`src/rtl/core_pkg.sv`:
```
`default_nettype none
// ============================================================================
//  Module      : core_pkg
//  Description : Shared constants for the RV32 multi-cycle sequencer and
//                its decoder: FSM state codes, NOP word and base opcodes.
//  Revision    : 1.0  initial release
// ============================================================================
package core_pkg;

   // Sequencer FSM state width and codes. Codes 5..7 are illegal.
   localparam int STATE_W = 3;

   localparam logic [2:0] FETCH  = 3'd0;
   localparam logic [2:0] DECODE = 3'd1;
   localparam logic [2:0] EXEC   = 3'd2;
   localparam logic [2:0] MEM    = 3'd3;
   localparam logic [2:0] WB     = 3'd4;

   // addi x0, x0, 0 -- loaded into the instruction register on reset so the
   // decoder never sees garbage before the first fetch completes.
   localparam logic [31:0] NOP_INST = 32'h00000013;

   // RV32I base opcodes shared with the decoder.
   localparam logic [6:0] OP_LUI    = 7'b0110111;
   localparam logic [6:0] OP_AUIPC  = 7'b0010111;
   localparam logic [6:0] OP_JAL    = 7'b1101111;
   localparam logic [6:0] OP_JALR   = 7'b1100111;
   localparam logic [6:0] OP_BRANCH = 7'b1100011;
   localparam logic [6:0] OP_LOAD   = 7'b0000011;
   localparam logic [6:0] OP_STORE  = 7'b0100011;
   localparam logic [6:0] OP_IMM    = 7'b0010011;
   localparam logic [6:0] OP_REG    = 7'b0110011;

   // Opcode field of an instruction word.
   function automatic logic [6:0] opcode_of(input logic [31:0] word);
      return word[6:0];
   endfunction

   // True for the five defined state codes.
   function automatic logic is_legal_state(input logic [STATE_W-1:0] s);
      return (s <= WB);
   endfunction

endpackage : core_pkg
`default_nettype wire

```
`src/rtl/core_sequencer_pc_next.sv`:
```
`default_nettype none
// ============================================================================
//  Module      : pc_next
//  Description : Next-PC select and adder. Either pc + jump_offset (taken
//                branch) or pc + 4; both wrap modulo 2^32.
//  Revision    : 1.0  initial release
// ============================================================================
module pc_next
   import core_pkg::*;
(
   input  logic [31:0] pc,
   input  logic [31:0] jump_offset,
   input  logic        take,
   output logic [31:0] next_pc
);

   // Single adder with a muxed second operand; the carry out is dropped,
   // which gives the required wrap-around.
   logic [31:0] addend;

   // Pick the increment: signed offset for a taken branch, else 4.
   always_comb begin
      addend  = take ? jump_offset : 32'd4;
      next_pc = pc + addend;
   end

endmodule : pc_next
`default_nettype wire

```
`src/rtl/core_sequencer.sv`:
```
`default_nettype none
// ============================================================================
//  Module      : core_sequencer
//  Description : Multi-cycle RV32 control sequencer. Fetches over an imem
//                handshake, holds the instruction register, walks
//                DECODE/EXEC/MEM/WB, issues one dmem transaction and one
//                register-file write strobe per instruction, and owns the
//                PC and retired-instruction counter.
//  Revision    : 1.0  initial release
// ============================================================================
module core_sequencer
   import core_pkg::*;
#(
   parameter logic [31:0] RESET_PC = 32'h00000000
) (
   input  logic               clk,
   input  logic               rst_n,
   // instruction memory
   output logic               imem_req,
   output logic [31:0]        imem_addr,
   input  logic               imem_ack,
   input  logic [31:0]        imem_rdata,
   // decoder interface
   output logic [31:0]        inst,
   input  logic               dec_w_en,
   input  logic               dec_mw_en,
   input  logic               dec_maddr_sel,
   input  logic               dec_jump_en,
   input  logic               br_taken,
   input  logic [31:0]        jump_offset,
   // data memory
   output logic               dmem_req,
   output logic               dmem_we,
   input  logic               dmem_ack,
   // register file
   output logic               rf_we,
   // status
   output logic [31:0]        pc,
   output logic [31:0]        retired,
   output logic [STATE_W-1:0] state
);

   logic [STATE_W-1:0] cur_state;
   logic [STATE_W-1:0] nxt_state;
   logic               store_q;     // store flag captured for the MEM phase
   logic               wr_en_q;     // write enable captured for the WB phase
   logic               take_branch;
   logic [31:0]        pc_plus;

   // --------------------------------------------------------------------
   // Next-PC datapath
   // --------------------------------------------------------------------
   assign take_branch = dec_jump_en & br_taken;

   pc_next u_pc_next (
      .pc          (pc),
      .jump_offset (jump_offset),
      .take        (take_branch),
      .next_pc     (pc_plus)
   );

   // Next-state logic; illegal codes fall back to FETCH.
   always_comb begin
      nxt_state = FETCH;
      case (cur_state)
         FETCH:   nxt_state = imem_ack ? DECODE : FETCH;
         DECODE:  nxt_state = EXEC;
         EXEC:    nxt_state = (dec_mw_en | dec_maddr_sel) ? MEM : WB;
         MEM:     nxt_state = dmem_ack ? WB : MEM;
         WB:      nxt_state = FETCH;
         default: nxt_state = FETCH;
      endcase
   end

   // State register.
   always_ff @(posedge clk or negedge rst_n) begin
      if (!rst_n) begin
         cur_state <= FETCH;
      end else begin
         cur_state <= nxt_state;
      end
   end

   // Capture the store flag on every edge that lands in MEM so dmem_we is a
   // pure function of flops (the decoder flag is stable for the whole
   // instruction, so this is equivalent to using it directly).
   always_ff @(posedge clk or negedge rst_n) begin
      if (!rst_n) begin
         store_q <= 1'b0;
      end else if (nxt_state == MEM) begin
         store_q <= dec_mw_en;
      end
   end

   // Capture the register-write enable on the edge that enters WB.
   always_ff @(posedge clk or negedge rst_n) begin
      if (!rst_n) begin
         wr_en_q <= 1'b0;
      end else if (nxt_state == WB) begin
         wr_en_q <= dec_w_en;
      end
   end

   // Instruction register: only an acknowledged fetch may load it.
   always_ff @(posedge clk or negedge rst_n) begin
      if (!rst_n) begin
         inst <= NOP_INST;
      end else if ((cur_state == FETCH) && imem_ack) begin
         inst <= imem_rdata;
      end
   end

   // PC and retired counter advance together at the end of writeback.
   always_ff @(posedge clk or negedge rst_n) begin
      if (!rst_n) begin
         pc      <= RESET_PC;
         retired <= 32'd0;
      end else if (cur_state == WB) begin
         pc      <= pc_plus;
         retired <= retired + 32'd1;
      end
   end

   // Handshake and strobe outputs decoded from state and captured flags
   // only, so no input reaches them combinationally.
   always_comb begin
      imem_req = (cur_state == FETCH);
      dmem_req = (cur_state == MEM);
      dmem_we  = (cur_state == MEM) & store_q;
      rf_we    = (cur_state == WB) & wr_en_q;
   end

   assign imem_addr = pc;
   assign state     = cur_state;

endmodule : core_sequencer
`default_nettype wire

```
`config.mk`:
```
export PLATFORM = sky130hd
export DESIGN_NAME = core_sequencer
export DESIGN_NICKNAME = d
export VERILOG_FILES = /design/src/rtl/core_pkg.sv /design/src/rtl/core_sequencer_pc_next.sv /design/src/rtl/core_sequencer.sv
export SDC_FILE = /design/constraint.sdc
export NUM_CORES = 1
export LEC_CHECK = 0
export CAP_MARGIN = 25
export CELL_PAD_IN_SITES_DETAIL_PLACEMENT = 1
export CELL_PAD_IN_SITES_GLOBAL_PLACEMENT = 2
export CORE_MARGIN = 1.5
export CORE_UTILIZATION = 25
export CTS_CLUSTER_DIAMETER = 80
export CTS_CLUSTER_SIZE = 16
export DETAILED_ROUTE_END_ITERATION = 8
export PLACE_DENSITY = 0.76
export SYNTH_ARGS = -nofsm -noshare
export SYNTH_HDL_FRONTEND = slang
export SYNTH_SLANG_ARGS = --single-unit
```
`constraint.sdc`:
```
create_clock -name clk -period 2.5 [get_ports clk]
set_input_delay 0.25 -clock clk [delete_from_list [all_inputs] [get_ports clk]]
set_output_delay 0.25 -clock clk [all_outputs]
set_load 0.02 [all_outputs]
```
# Word-level counts from Yosys, hierarchy flattened

Index checks and enable logic that the tools add are counted.

Register bits after elaboration: 101

Add/subtract/negate cells: 2
Equal/unequal tests: 6
Multiplexer cells: 5
Bitwise logic cells: 4
Reduce and logical (&&, ||, !) cells: 2

Operators with widths:

| operator                | number |
|---|---|
| $add A32 B1 Y32 const B | 1 |
| $add A32 B32 Y32        | 1 |
| $mux W32                | 1 |
| $pmux W3 S4             | 1 |
| $eq A3 B2 Y1 const B    | 3 |
| $eq A3 B3 Y1 const B    | 2 |
| $mux W3                 | 2 |
| $and A1 B1 Y1           | 3 |
| $eq A3 B1 Y1 const B    | 1 |
| $logic_not A3 Y1        | 1 |
| $logic_and A1 B1 Y1     | 1 |
| $mux W1                 | 1 |
| $or A1 B1 Y1            | 1 |

# Logic depth before layout (Yosys ltp)

Gate-level depths: netlist (run 1).

Word-level depth: 4
Depth in mapped cells: 14
Gate-level depth less buffers: 13

# Hierarchy

A second synthesis (run 1) with hierarchy kept.

Cell total of the unflattened synthesis: 593
Area, all modules: 6263.5 sq um

By module, submodules not included:

| module         | times used | cells each | area each (sq um) | seq. area each (sq um) |
|---|---|---|---|---|
| core_sequencer | 1          | 315        | 4305.4            | 2531.2 |
| pc_next        | 1          | 278        | 1958.1            | 0.0 |

# Worst setup path after synthesis (run 1)

Ideal clock, no wire load.

Kind: input to register
From: input dec_jump_en
To: register pc[31] (netlist: imem_addr[31])
Data arrival time: 2571 ps
Required time: 2362 ps
Slack: -209 ps
Stages: 13
Cells stage by stage: clkbuf_1 nand3b_1 ha_1 a21oi_2 a211oi_1 a211o_1 a31oi_4 o31ai_2 a21o_1 a211oi_4 o21ai_2 mux2i_1 o2111ai_1

Cells in the longest elaborated chain, start to end: 3

Ends and longest elaborated chain:

| item                 | line                         | text |
|---|---|---|
| from (decl)          | core_sequencer.sv:28         | `input logic dec_jump_en,` |
| $and A1 B1 Y1        | core_sequencer.sv:53         | `assign take_branch = dec_jump_en & br_taken;` |
| $mux W32             | core_sequencer_pc_next.sv:23 | `addend = take ? jump_offset : 32'd4;` |
| $add A32 B32 Y32     | core_sequencer_pc_next.sv:24 | `next_pc = pc + addend;` |
| to (signal assigned) | core_sequencer.sv:119        | `pc <= pc_plus;` |
| to (decl)            | core_sequencer.sv:38         | `output logic [31:0] pc,` |

Every way passes these cells.
A chain may end at the register's enable or synchronous reset.

# Worst setup path in the final report (run 1)

From: input jump_offset[2]
To: register pc[31] (netlist: imem_addr[31])

Cells in the longest elaborated chain, start to end: 2

Ends and longest elaborated chain:

| item             | line                         | text |
|---|---|---|
| from (decl)      | core_sequencer.sv:30         | `input logic [31:0] jump_offset,` |
| $mux W32         | core_sequencer_pc_next.sv:23 |  |
| $add A32 B32 Y32 | core_sequencer_pc_next.sv:24 |  |

Every way passes these cells.

==> results of run 1 <==
## cell usage after synthesis, types with 2 or more instances
master | count | area [sq um]
a211oi_1 | 2 | 15.0
a21o_1 | 11 | 82.6
a21oi_1 | 30 | 150
a21oi_2 | 2 | 17.5
a31oi_1 | 4 | 25.0
and2_1 | 6 | 37.5
and3_1 | 40 | 250
and4_1 | 3 | 26.3
buf_2 | 2 | 10.0
buf_4 | 32 | 240
clkbuf_1 | 20 | 75.1
dfrtp_1 | 98 | 2450
dfstp_2 | 3 | 78.8
ha_1 | 33 | 413
inv_1 | 8 | 30.0
mux2_2 | 35 | 394
mux2i_1 | 2 | 20.0
nand2_1 | 76 | 285
nand2b_1 | 3 | 18.8
nand3_1 | 16 | 80.1
nand4_1 | 9 | 56.3
nor2_1 | 24 | 90.1
nor2b_1 | 5 | 31.3
nor3_1 | 5 | 25.0
nor3b_1 | 2 | 15.0
o21ai_0 | 28 | 140
o21ai_1 | 10 | 50.1
o21bai_1 | 5 | 37.5
xnor2_1 | 41 | 359
xor2_1 | 19 | 166
## routing by layer
layer | vias to the layer above | routed length, um | share of wire, %
li1 | 2625 | - | -
met2 | 157 | 9750 | 49
met4 | 0 | 286 | 1.4
met1 | 2704 | 8750 | 44
met3 | 18 | 1240 | 6.2
met5 | - | 0 | 0
## per-stage QoR
step / hold slack [ns] / utilization [%] / setup WS, ns / total power [mW] / cell area, sq um
6_report: 0.409 / 41.7 / -0.107 / 10.8 / 9740
5_1_grt: 0.451 / 41.7 / -0.207 / 11.6 / 9740
4_1_cts: 0.420 / 41.3 / -0.128 / 10.9 / 9640
3_5_place_dp: 0.277 / 38.6 / -0.872 / 9.12 / 9000
3_3_place_gp: 0.282 / 38.6 / -0.793 / 9.01 / 9000
2_1_floorplan: -0.0456 / - / -0.0441 / 6.11 / 6010
## report_power, final
| part | switching, mW | internal, mW |
|---|---|---|
| Sequential | 0.481 | 2.24 |
| Clock | 0.731 | 0.704 |
| Combinational | 3.20 | 3.48 |
| Total | 4.41 | 6.42 |
## area by class of cell
cell class                      instances  area share [%]
Sequential cell                       101            26.0
Tap cell                              319            4.10
Multi-Input combinational cell        431            34.8
Inverter                                9           0.347
Timing Repair Buffer                  331            31.7
Clock inverter                          7           0.694
Clock buffer                            9            2.31
## critical path, stage by stage
cell	delay, ns
clkdlybuf4s15_1	0.22
nand3b_1	0.29
ha_4	0.31
a21oi_4	0.14
a211oi_2	0.08
a211o_1	0.28
a31oi_4	0.24
o31ai_4	0.09
a21o_1	0.24
a211oi_4	0.27
o21ai_2	0.12
mux2i_1	0.19
o2111ai_2	0.12
## worst max-delay path by stage
stage              startpoint       endpoint  slack (ns)
2_1_floorplan     dec_jump_en  imem_addr[31]       -0.04
5_1_grt          imem_addr[4]  imem_addr[31]       -0.21
3_3_place_gp      dec_jump_en  imem_addr[31]       -0.79
3_5_place_dp      dec_jump_en  imem_addr[31]       -0.87
6_report       jump_offset[2]  imem_addr[31]       -0.11
4_1_cts          imem_addr[2]  imem_addr[31]       -0.13
## cells by family (layout without fill, tap and decap cells)
| logic type | count (synthesis) | count (layout) | share of synthesized area (%) |
|---|---|---|---|
| compound gates | 107 | 107 | 12.0 |
| fa+ha+maj | 34 | 34 | 7.30 |
| simple gates | 193 | 193 | 16.0 |
| flops | 101 | 101 | 42.7 |
| buf+inv | 63 | 356 | 6.06 |
| mux | 37 | 37 | 6.99 |
| xor+xnor | 60 | 60 | 8.87 |
## cells in the final DEF (no fill, tap or decap), types with 4 or more instances in the layout
| master | instances |
|---|---|
| buf_12 | 4 |
| nor3_1 | 4 |
| nor2b_1 | 5 |
| nand4_1 | 9 |
| nor2_1 | 22 |
| a21o_1 | 11 |
| a21oi_2 | 4 |
| and3_4 | 9 |
| buf_6 | 5 |
| inv_1 | 8 |
| nand2_2 | 4 |
| o21bai_1 | 5 |
| o21ai_1 | 10 |
| ha_4 | 13 |
| clkbuf_16 | 9 |
| xor2_1 | 18 |
| o21ai_0 | 25 |
| dlygate4sd2_1 | 5 |
| o21ai_2 | 4 |
| and3_1 | 31 |
| a21oi_1 | 25 |
| dfrtp_1 | 97 |
| clkdlybuf4s50_1 | 198 |
| and2_1 | 6 |
| ha_1 | 18 |
| buf_4 | 113 |
| xnor2_1 | 41 |
| mux2_2 | 35 |
| nand3_1 | 15 |
| nand2_1 | 72 |
## state kept, by name (all words and copies together), names as in the netlist
register and cells:
inst 32, store_q 1, wr_en_q 1, retired 32, imem_addr 32, state 3
## repair_timing
item	CTS	global route
hold endpoints to repair	33	0
endpoints found under the setup margin	19	15
gates cloned	1	0
gates resized for setup	55	16
buffers inserted	13	4
pin swaps	34	21
hold buffers	1	0
==> summary.txt, run 1 <==
Timing
  • Final hold violation count: 0
  • Slew Limit Fails: 0
  • Max Clock Freq: 0.384 GHz
  • Setup ws final: -0.107 ns
  • Final period util: 104%
  • Tightest Pin Transition: ~0.55 ns
  • Unrepaired setup endpoints after global routing: true
  • Fin crit period: 2.61 ns
  • Final setup viols: 5
  • Slew HR: 63.2%
  • Setup TNS: -0.248 ns
  • Clock skew: 0.0131 ns

Clock tree
  • Longest Clk Path Bufs: 2
  • Clock net sink count: between 100 and 150
  • Clk slew on worst S/H paths: 0.08 ns
  • Total CTS buffers: 9
  • CTS tree: built
  • Clock Latency Late Sink: 0.36 ns
  • CTS root buf: clkbuf_16
  • H-tree Lvls: 3

Place
  • Placer Congestion: 0.795
  • HPWL after DPL: approximately 15 mm
  • Placed Cells: 1173
  • Port Buffers: 207

Yosys
  • Ys async rst share: 100%
  • Syn_nets: 702
  • Flops & latches, synth: 101
  • Unique cell type count in the Yosys netlist: 51
  • Synth Cell Area: 5930 sq um
  • Synth Flop Type: dfrtp_1
  • Post-synth EDFFs: 0
  • Mapped Cells: 595
  • Avg Inst Size Synth: 9.96 sq um
  • Synth Warn #: 0
  • Register area share after synthesis: 42.7%

Global route
  • First-pass GRT wire length: 31.1 mm
  • Total gr overflow: 0
  • Met3 usage: about 3.7%
  • Vias in the first global route: 5843
  • Largest net degree at the start of global routing: 52
  • Met1 global-route usage: about 21%
  • GRT busiest layer: met2
  • GR Util All Layers: 16.4%
  • Met2 Track Usage GR: ~28%
  • Initial antenna violation count: 0

Finish
  • P&R area growth vs syn: 64.3%
  • # fillers: 2634
  • Final layout net count: 990
  • Sequential cell area: 2530 sq um
  • Final Non-Filler Cells: 1207
  • Antenna diode count: 0
  • Layout cell share with drive strength beyond 1: between 20% and 30%
  • Footprint of the multi-input gates: 3390 sq um

Worst setup path
  • Critical path fanouts, max: 3
  • Reg2reg start: imem_addr[2]
  • R2r worst-path depth: 11
  • Data arrival time of the critical path: 2.83 ns
  • Setup crit end kind: flip-flop
  • Critical R2R Capture: imem_addr[31]
  • Crit Path Class: input pin to flip-flop
  • Reg-to-reg slack, setup: -0.08 ns
  • Startpoint types: input pin
  • WP data required: 2.73 ns

Floorplanning
  • Die X: about 160 um
  • Initial core utilization: 25.4%
  • I/O Pins: 208
  • CORE AREA: 23300 sq um
  • Die area: roughly 25000 sq um
  • Chip Height: 157 um
  • Row cnt: 56

Outcome
  • Failing checks: negative setup slack
  • Status: complete, but fails checks

Routing
  • Routed Wire Length: 20.0 mm
  • Wire per inst: between 15 and 20 um
  • DRT Pass-1 Iters: 4
  • Post-DR vias/cell: 4.56
  • Remaining DRCs: 0
  • 1st-iter DRT viols: 130
  • Vias: about 5500
  • DRT antenna net count: 0

Flow run
  • Max Cap Viol: 0

Pwr
  • Cell Pwr Density: 1110 nW/um^2
  • Leak: 4.30 nW
  • VDD IR max: 0.473 mV

Hold path
  • Hold/Removal Path Class: input pin to asynchronous set/reset pin
Note: power is estimated with default switching activity, not from simulation.
==> run 2: changes to the inputs <==
- SETUP_SLACK_MARGIN: unset -> 0.05
==> summary.txt, run 2 (synthesis gave the netlist of run 1 again) <==
Outcome
  • Status: complete, but fails checks
  • Failing checks: negative setup slack

Finish
  • Layout cell share with drive strength beyond 1: 27.4%
  • Commonest non-fill, non-tap cell in the layout: clkdlybuf4s50_1
  • Final std cell area, no fill: about 9700 sq um
  • Final layout net count: slightly below 1000
  • P&R area growth vs syn: 63.4%
  • # fillers: 2622
  • Commonest non-fill, non-tap cells in the layout: clkdlybuf4s50_1 (197), buf_4 (119), dfrtp_1 (95), nand2_1 (74), xnor2_1 (40)
  • Antenna diode count: 0

Worst setup path
  • CP dominant cell by count: buf_4
  • Critical-path cell list: buf_2, buf_6, buf_4, and3_4, ha_4, a21oi_4, nor2_1, a211o_1, a31oi_4, o31ai_4, a21o_1, a211oi_4, o21ai_2, buf_4, nand4_1, o2111ai_1
  • Delay-heaviest family, CP: compound AO/OA/AOI/OAI gates
  • Crit Path Class: input pin to flip-flop
  • Worst path max stage delay: 0.32 ns
  • WP data required: around 2.7 ns
  • Data arrival time of the critical path: 2.85 ns
  • Setup crit end kind: flip-flop
  • Critical path fanouts, max: 6
  • Crit path buf inv count: 4
  • Slowest cell on crit path: a211o_1
  • Startpoint types: input pin

Routing
  • 1st-iter DRT viols: 113
  • Post-DR vias/cell: 4.45
  • Routed Wire Length: 19.3 mm
  • DRT antenna net count: 0
  • Remaining DRCs: 0
  • DRT Pass-1 Iters: 4
  • Vias: 5388
  • Wire per inst: 15.9 um

Clock tree
  • CTS root buf: clkbuf_16
  • Clock net sink count: about 100
  • H-tree Lvls: 3
  • Total CTS buffers: 9
  • Clock Latency Late Sink: between 0.3 and 0.4 ns
  • Clk slew on worst S/H paths: approximately 0.09 ns
  • Longest Clk Path Bufs: 2
  • CTS tree: built

Timing
  • Slew Limit Fails: 0
  • Final period util: 105%
  • Clock skew: 0.0132 ns
  • Fin crit period: 2.62 ns
  • Unrepaired setup endpoints after global routing: true
  • Tightest Pin Transition: 0.448 ns
  • Max Clock Freq: between 0.3 and 0.4 GHz
  • Setup ws final: -0.119 ns
  • Slew HR: 70.1%
  • WHS: roughly 0.35 ns
  • Final hold violation count: 0
  • Final setup viols: 8

Global route
  • Total gr overflow: 0
  • Largest net degree at the start of global routing: 78
  • First-pass GRT wire length: 30.6 mm
  • Initial antenna violation count: 0
  • GR Util All Layers: about 16%
  • Vias in the first global route: approximately 5700

Floorplanning
  • I/O Pins: 208
  • Chip Height: roughly 160 um
  • Initial core utilization: 25.4%
  • CORE AREA: 23300 sq um
  • Die X: about 160 um
  • Row cnt: 56
  • Die area: 24600 sq um

Pwr
  • VDD IR max: 0.452 mV
  • Leak: 4.33 nW
  • Cell Pwr Density: 1110 nW/um^2

Place
  • HPWL after DPL: 15.0 mm
  • Port Buffers: 207
  • Placer Congestion: about 0.80
  • Dpl cell area: 9020 sq um
  • Dpl ws: -0.848 ns

Flow run
  • Max Cap Viol: 0

Hold path
  • Hold/Removal Path Class: input pin to asynchronous set/reset pin
-- run 2: final timing paths --
kind                       cells past startpoint            end         start  slack (ns)
setup / recovery                              16  imem_addr[31]   dec_jump_en       -0.12
hold / removal                                 2  imem_addr[23]         rst_n        0.35
setup reg to reg                              11  imem_addr[31]  imem_addr[2]       -0.11
hold reg to reg                                1    retired[31]   retired[31]        0.48
max in group asynchronous                      3        inst[4]         rst_n        1.34
min in group clk                               1    retired[31]   retired[31]        0.48
-- run 2: routing by layer --
layer	vias to the layer above	GRT usage [%]	wire length, um
met3	11	3.44	1220
met2	150	28.0	9170
li1	2627	-	-
met4	0	2.99	141
met1	2600	20.4	8770
met5	-	0	0
-- run 2: metrics by stage --
| step | util (%) | setup TNS [ns] | power (mW) | std cells |
|---|---|---|---|---|
| after global placement | 38.7 | -11.48 | 9.00 | 1177 |
| after CTS | 41.0 | -0.418 | 10.9 | 1205 |
| after floorplan | - | -0.0157 | 6.13 | 595 |
| after global routing | 41.5 | -1.73 | 11.5 | 1210 |
| final | 41.5 | -0.412 | 10.8 | 1210 |
| after detailed placement | 38.7 | -13.33 | 9.11 | 1177 |
-- run 2: timing repair --
item | CTS | global route
pin swaps | 36 | 29
buffers inserted | 10 | 5
resized for setup | 51 | 17
cloned | 1 | 0
hold buffers | 1 | 0
endpoints found under the hold margin | 24 | 0
endpoints found under the setup margin | 21 | 18
-- run 2: final cells by class --
type | count | area, sq um | share of cell area, %
multi-input cells | 431 | 3350 | 34.6
repair buffers | 334 | 3060 | 31.6
flip-flops and latches | 101 | 2530 | 26.2
well taps | 319 | 399 | 4.12
clock buffers | 9 | 225 | 2.32
clock inverters | 7 | 81.3 | 0.840
inverters | 9 | 33.8 | 0.349
-- run 2: report_power, final --
| group | switching, mW | internal [mW] | leakage [nW] |
|---|---|---|---|
| Sequential | 0.482 | 2.24 | 1.26 |
| Clock | 0.768 | 0.723 | 0.150 |
| Combinational | 3.16 | 3.42 | 2.93 |
-- run 2: worst reg2reg max path, stage by stage, from the launching register on --
cell and delay, ns:
dfrtp_2 0.46, ha_4 0.30, nand3_2 0.08, a211oi_2 0.23
a211o_1 0.19, a31oi_4 0.12, o31ai_4 0.27, a21o_1 0.24
a211oi_4 0.10, o21ai_2 0.17, mux2i_1 0.21, o2111ai_1 0.11
==> run 3: changes to the inputs <==
- CTS_CLUSTER_DIAMETER: 80 -> unset
==> results of run 3 <==
Same layout as run 2: the final DEF is identical, and so are final timing and power.
